## src/rtl/t07_pkg.sv

```systemverilog
// Shared team-07 decode constants: RV32I opcodes, shift funct3 codes and
// the immediate-format selector used between the format decoder and the datapath.
package t07_pkg;

   localparam logic [6:0] OPC_LOAD   = 7'b0000011;
   localparam logic [6:0] OPC_OPIMM  = 7'b0010011;
   localparam logic [6:0] OPC_STORE  = 7'b0100011;
   localparam logic [6:0] OPC_BRANCH = 7'b1100011;
   localparam logic [6:0] OPC_JAL    = 7'b1101111;
   localparam logic [6:0] OPC_JALR   = 7'b1100111;
   localparam logic [6:0] OPC_LUI    = 7'b0110111;
   localparam logic [6:0] OPC_AUIPC  = 7'b0010111;

   localparam logic [2:0] F3_SLL = 3'b001;
   localparam logic [2:0] F3_SR  = 3'b101;

   typedef enum logic [2:0] {
      IMM_NONE,
      IMM_I,
      IMM_SHAMT,
      IMM_S,
      IMM_B,
      IMM_J,
      IMM_U
   } imm_fmt_e;

endpackage

```

## src/rtl/t07_imm_fmt_decode.sv

```systemverilog
// Combinational opcode/funct3 to immediate-format classifier.
module t07_imm_fmt_decode
   import t07_pkg::*;
(
   input  logic [6:0] opcode,
   input  logic [2:0] func3,
   output imm_fmt_e   fmt
);

   // func3 is only examined under OP-IMM so an undefined func3 on any
   // other opcode cannot reach the format select.
   always_comb begin
      fmt = IMM_NONE;
      case (opcode)
         OPC_LOAD,
         OPC_JALR:   fmt = IMM_I;
         OPC_OPIMM: begin
            if (func3 == F3_SLL || func3 == F3_SR)
               fmt = IMM_SHAMT;
            else
               fmt = IMM_I;
         end
         OPC_STORE:  fmt = IMM_S;
         OPC_BRANCH: fmt = IMM_B;
         OPC_JAL:    fmt = IMM_J;
         OPC_LUI,
         OPC_AUIPC:  fmt = IMM_U;
         default:    fmt = IMM_NONE;
      endcase
   end

endmodule

```

## src/rtl/t07_imm_gen.sv

```systemverilog
// RV32I immediate generator: classifies the instruction format, assembles the
// 32-bit immediate and registers it for one cycle of latency.
module t07_imm_gen
   import t07_pkg::*;
(
   input  logic        clk,
   input  logic        rst,
   input  logic [2:0]  func3,
   input  logic [31:0] instruction,
   output logic [31:0] immediate
);

   imm_fmt_e    fmt;
   logic [31:0] imm_next;

   t07_imm_fmt_decode u_fmt_decode (
      .opcode (instruction[6:0]),
      .func3  (func3),
      .fmt    (fmt)
   );

   // U-type stays right-aligned; the consumer applies the <<12 itself.
   always_comb begin
      imm_next = 32'h0;
      case (fmt)
         IMM_I:     imm_next = {{20{instruction[31]}}, instruction[31:20]};
         IMM_SHAMT: imm_next = {27'h0, instruction[24:20]};
         IMM_S:     imm_next = {{20{instruction[31]}}, instruction[31:25],
                                instruction[11:7]};
         IMM_B:     imm_next = {{19{instruction[31]}}, instruction[31],
                                instruction[7], instruction[30:25],
                                instruction[11:8], 1'b0};
         IMM_J:     imm_next = {{11{instruction[31]}}, instruction[31],
                                instruction[19:12], instruction[20],
                                instruction[30:21], 1'b0};
         IMM_U:     imm_next = {12'h0, instruction[31:12]};
         default:   imm_next = 32'h0;
      endcase
   end

   always_ff @(posedge clk) begin
      if (rst)
         immediate <= 32'h0;
      else
         immediate <= imm_next;
   end

endmodule

```

## config.mk

```make
export PLATFORM = sky130hd
export DESIGN_NAME = t07_imm_gen
export DESIGN_NICKNAME = d
export VERILOG_FILES = /design/src/rtl/t07_pkg.sv /design/src/rtl/t07_imm_fmt_decode.sv /design/src/rtl/t07_imm_gen.sv
export SDC_FILE = /design/constraint.sdc
export NUM_CORES = 1
export LEC_CHECK = 0
export CORE_ASPECT_RATIO = 1.25
export CORE_MARGIN = 2
export CORE_UTILIZATION = 30
export DETAILED_ROUTE_END_ITERATION = 10
export SYNTH_ARGS = -nofsm -noshare
export SYNTH_HDL_FRONTEND = slang
export SYNTH_SLANG_ARGS = --single-unit
```

## constraint.sdc

```tcl
create_clock -name clk -period 2.55 [get_ports clk]
set_clock_uncertainty 0.1 [all_clocks]
set_input_delay 0.51 -clock clk [delete_from_list [all_inputs] [get_ports clk]]
set_output_delay 0.51 -clock clk [all_outputs]
set_load 0.02 [all_outputs]
```

# After elaboration in Yosys (flattened, before gate mapping)
# Cells that the tools add are included.
# totals
input_bits	37
ff_bits	32
# op_classes
reduce_logical	3
eq_ne	16
mux	3
# ops
cell	count
32-bit case mux with 6 select lines	1
7-bit == test, second input constant	3
3-bit case mux with 6 select lines	1
7-bit by 5-bit == test with 1-bit output, second input constant	2
7-bit by 6-bit == test with 1-bit output, second input constant	2
3-bit == test, second input constant	4
7-bit by 2-bit == test with 1-bit output, second input constant	1
3-bit by 1-bit == test with 1-bit output, second input constant	2
3-bit by 2-bit == test with 1-bit output, second input constant	2
2-bit OR reduction	2
2-bit 2-to-1 mux	1
1-bit logical OR	1

# Depth between registers and ports, before layout
# logic_depth
depth_word	6
mapped_depth	7
depth_no_buf	5

# Modules after synthesis
# A second synthesis with hierarchy kept.
# hier_totals
cells_unflattened	153
area_unflattened_um2	1291.2
# by_module_without_submodules
mod	n_inst	area_per_inst_um2	seq_area_each_um2	cells_each
t07_imm_gen	1	1176.1	420.4	136
t07_imm_fmt_decode	1	115.1	0.0	17

# Worst setup path after synthesis
# OpenSTA, ideal clock, no wires.
# synth_path
path_type	in2reg
startpoint	input instruction[3]
endpoint	register immediate[19]
arrival_ns	2.161
stages	7
setup_time_ns	0.067
required_time_ns	2.383
setup_slack_ns	0.222
path_buffers	2
cell_sequence	buf_2 or3b_1 a2111oi_2 o311a_1 or3b_1 buf_6 a21oi_4
# synth_between
elab_chain_len	5
elab_cells_between_ends	18
# synth_rtl
element	line	source
start: declaration	t07_imm_gen.sv:9	input logic [31:0] instruction,
7-bit by 6-bit == test with 1-bit output (tied with other cells)	t07_imm_fmt_decode.sv:14	case (opcode)
2-bit OR reduction	t07_imm_fmt_decode.sv:14	
3-bit case mux with 6 select lines *	t07_imm_fmt_decode.sv:14	
3-bit == test (tied with other cells)	t07_imm_gen.sv:25	case (fmt)
32-bit case mux with 6 select lines *	t07_imm_gen.sv:25	
end signal: assignment	t07_imm_gen.sv:45	immediate <= imm_next;
end: declaration	t07_imm_gen.sv:10	output logic [31:0] immediate
# Every way passes the cells marked *; elsewhere a longest branch is shown, timed or not.
# A chain may end at the register's enable or synchronous reset.

# Worst setup path in the final report
# layout_path
startpoint	input instruction[4]
endpoint	register immediate[11]
# The elaborated chain is that of the path after synthesis.

==> flow_summary.toml <==
[drt]
first_pass_iters = 4
vias = 1396
drc = 0
drtAntennaViolNets = 0
via_per_inst = 5.15
wire_per_inst_um = 14.8
drt_iter0_markers = 58
finalWirelength_mm = 4.01

[power_and_ir_drop]
total_power_mw = 0.701
p_leak_nw = 0.765
powerDensity_nw_per_um2 = 336
vdd_ir_drop_max_mv = 0.156

[synthesis]
synth_area_per_cell_sq_um = 8.62
synthTopCellsByCount = "dfxtp_1, a22o_1, buf_4, nand2_1, inv_1"
netlist_top_cells_area = "dfxtp_1, a22o_1, buf_4"
postSynth.asyncResetShare_pct = 0
ys_seq_area_share_pct = 32.5
synth.ff_latch_count = 21
synth_flop_cell = "dfxtp_1"
yosysMostFrequentCell = "dfxtp_1"
ys_warn_count = 0
synth_enable_flop_cells = 0
yosysUniqueCellTypes = 41
syn_nets = 187
synth.cell_area_sq_um = 1290
synth_largest_area_cell = "dfxtp_1"
netlist.area_leader.share_pct = 32.5
postSynthCellCount = 150

[timing]
hold_viol = 0
fmax_ghz = 0.411
relSlewSlack_pct = 61.9
fin_crit_ns = 2.43
final_max_slew_viol_count = 0
worst_pin_slew_ns = 0.565
rsz0062_at_grt = "no"
setup_viol = 0
period_share_pct = 95.5

[die]
pin_count = 69
fp-row-count = 26
dieArea_sq_um = 4860
core_sq_um = 4130
initial_core_util_pct = 31.3
fp.dieW_um = 62.7
die_h_um = 77.4

[global_route]
grt_max_degree = 23
track_usage_pct = 16.5
grt_pass1_vias = 1339
globalRouteOverflowTotal = 0
grt_pass1_wl_mm = 6.27
antenna_found_initial = 0

[cts]
clk_pin_slew_ns = 0.08
post_cts_buffers = 0
cts_buffers = 3
cts_tree = "yes"
clkSinkCount = 21
root_buffer = "clkbuf_8"
htreeDepth = 1
cts_buffer_depth = 2

[setup_path]
slowest_delay_ns = 0.47
path_max_fanout = 9
cpMaxStageDelayCell = "clkdlybuf4s50_1"
worst-setup-path-type = "input port to register"
startpoint_type = "input port"
cp_common_cell = "or3b_1"
cp.arrival_ns = 2.54
worst_setup_path_end_kind = "register"
required_ns = 2.65
crit_chain = "clkdlybuf4s50_1 -> or3b_1 -> a2111oi_2 -> o311a_1 -> or3b_1 -> buf_4 -> a21oi_2"

[finish]
drive_gt1_share_pct = 15.8
largest_register_ffs = 21
largest_register = "immediate"
antenna_cells = 0
reg_top3 = "immediate (21)"
nNetsFinal = 253
area_delta_synth_final_pct = 61.3
final_core_util_pct = 50.5

[placed_design]
place_congestion = 0.791
hpwl_mm = 3.19
place.port_buffers = 67

[worst_hold_path]
min_path_type = "input port to register"

[status]
status = "completed"

[run]
cap_violations = 0
==> metrics by stage <==
step                std cells  area (sq um)  hold WS [ns]  setup WS [ns]  setup TNS [ns]
floorplan                 150          1290         0.536          0.222               0
global placement          267          2040          1.05         -0.185           -1.86
detailed placement        267          2040          1.07         -0.239           -2.57
CTS                       271          2080         0.796         0.0364               0
global route              271          2090         0.801        0.00279               0
finish                    271          2090         0.788          0.115               0
==> repair_timing <==
item                                    CTS  global route
hold buffers                              0             0
gates resized for setup                   0             1
endpoints found under the setup margin    0             9
==> routing by layer <==
| layer | track usage, % | share of wire, % |
|---|---|---|
| met1 | 17.4 | 39 |
| met4 | 9.11 | 3.5 |
| met3 | 3.19 | 6.8 |
| met5 | 0 | 0 |
| met2 | 30.4 | 51 |
==> logic make-up (layout without fill, tap and decap cells) <==
family / Yosys count / count (layout) / share of synthesized area [%]
buffers and inverters: 30 / 95 / 12.6
flip-flops: 21 / 21 / 32.5
AO/OA/AOI/OAI: 57 / 57 / 36.2
AND/OR/NAND/NOR: 41 / 41 / 18.1
XOR/XNOR: 1 / 1 / 0.677
==> layout by cell type (no fill, tap or decap), types with 2 or more instances in the layout <==
master / count
nand2_1: 11
a221oi_1: 7
inv_1: 9
and3_1: 5
clkdlybuf4s50_1: 67
nor3_1: 2
and2_1: 2
or3b_1: 2
nand2b_1: 3
a221o_1: 7
nand3_1: 2
nor2_1: 4
clkbuf_8: 3
a22o_1: 11
a21oi_1: 6
dfxtp_1: 21
a21oi_2: 8
buf_4: 14
o21ai_0: 7
==> final timing paths <==
path                             to  depth (start not counted)             from  slack [ns]
worst max-delay path  immediate[11]                          7   instruction[4]        0.12
worst min-delay path   immediate[0]                          3  instruction[20]        0.79
==> report_power, final <==
group          internal (mW)  switching [mW]
combinational         0.0843          0.0640
sequential             0.330        0.000923
clock                  0.111           0.110
total                  0.526           0.175
==> critical path: cells and delay by family <==
kind / cells / cell delay [ns]
buffers and inverters: 2 / 0.67
AND/OR/NAND/NOR: 2 / 0.73
AO/OA/AOI/OAI: 3 / 0.62
==> layout make-up <==
| class | instances | area [sq um] |
|---|---|---|
| well taps | 56 | 70.1 |
| inverters | 9 | 33.8 |
| multi-input cells | 99 | 722 |
| repair buffers | 82 | 796 |
| fillers | 412 | 2040 |
| clock buffers | 4 | 45.0 |
| flip-flops and latches | 21 | 420 |
(Power assumes the default switching activity.)
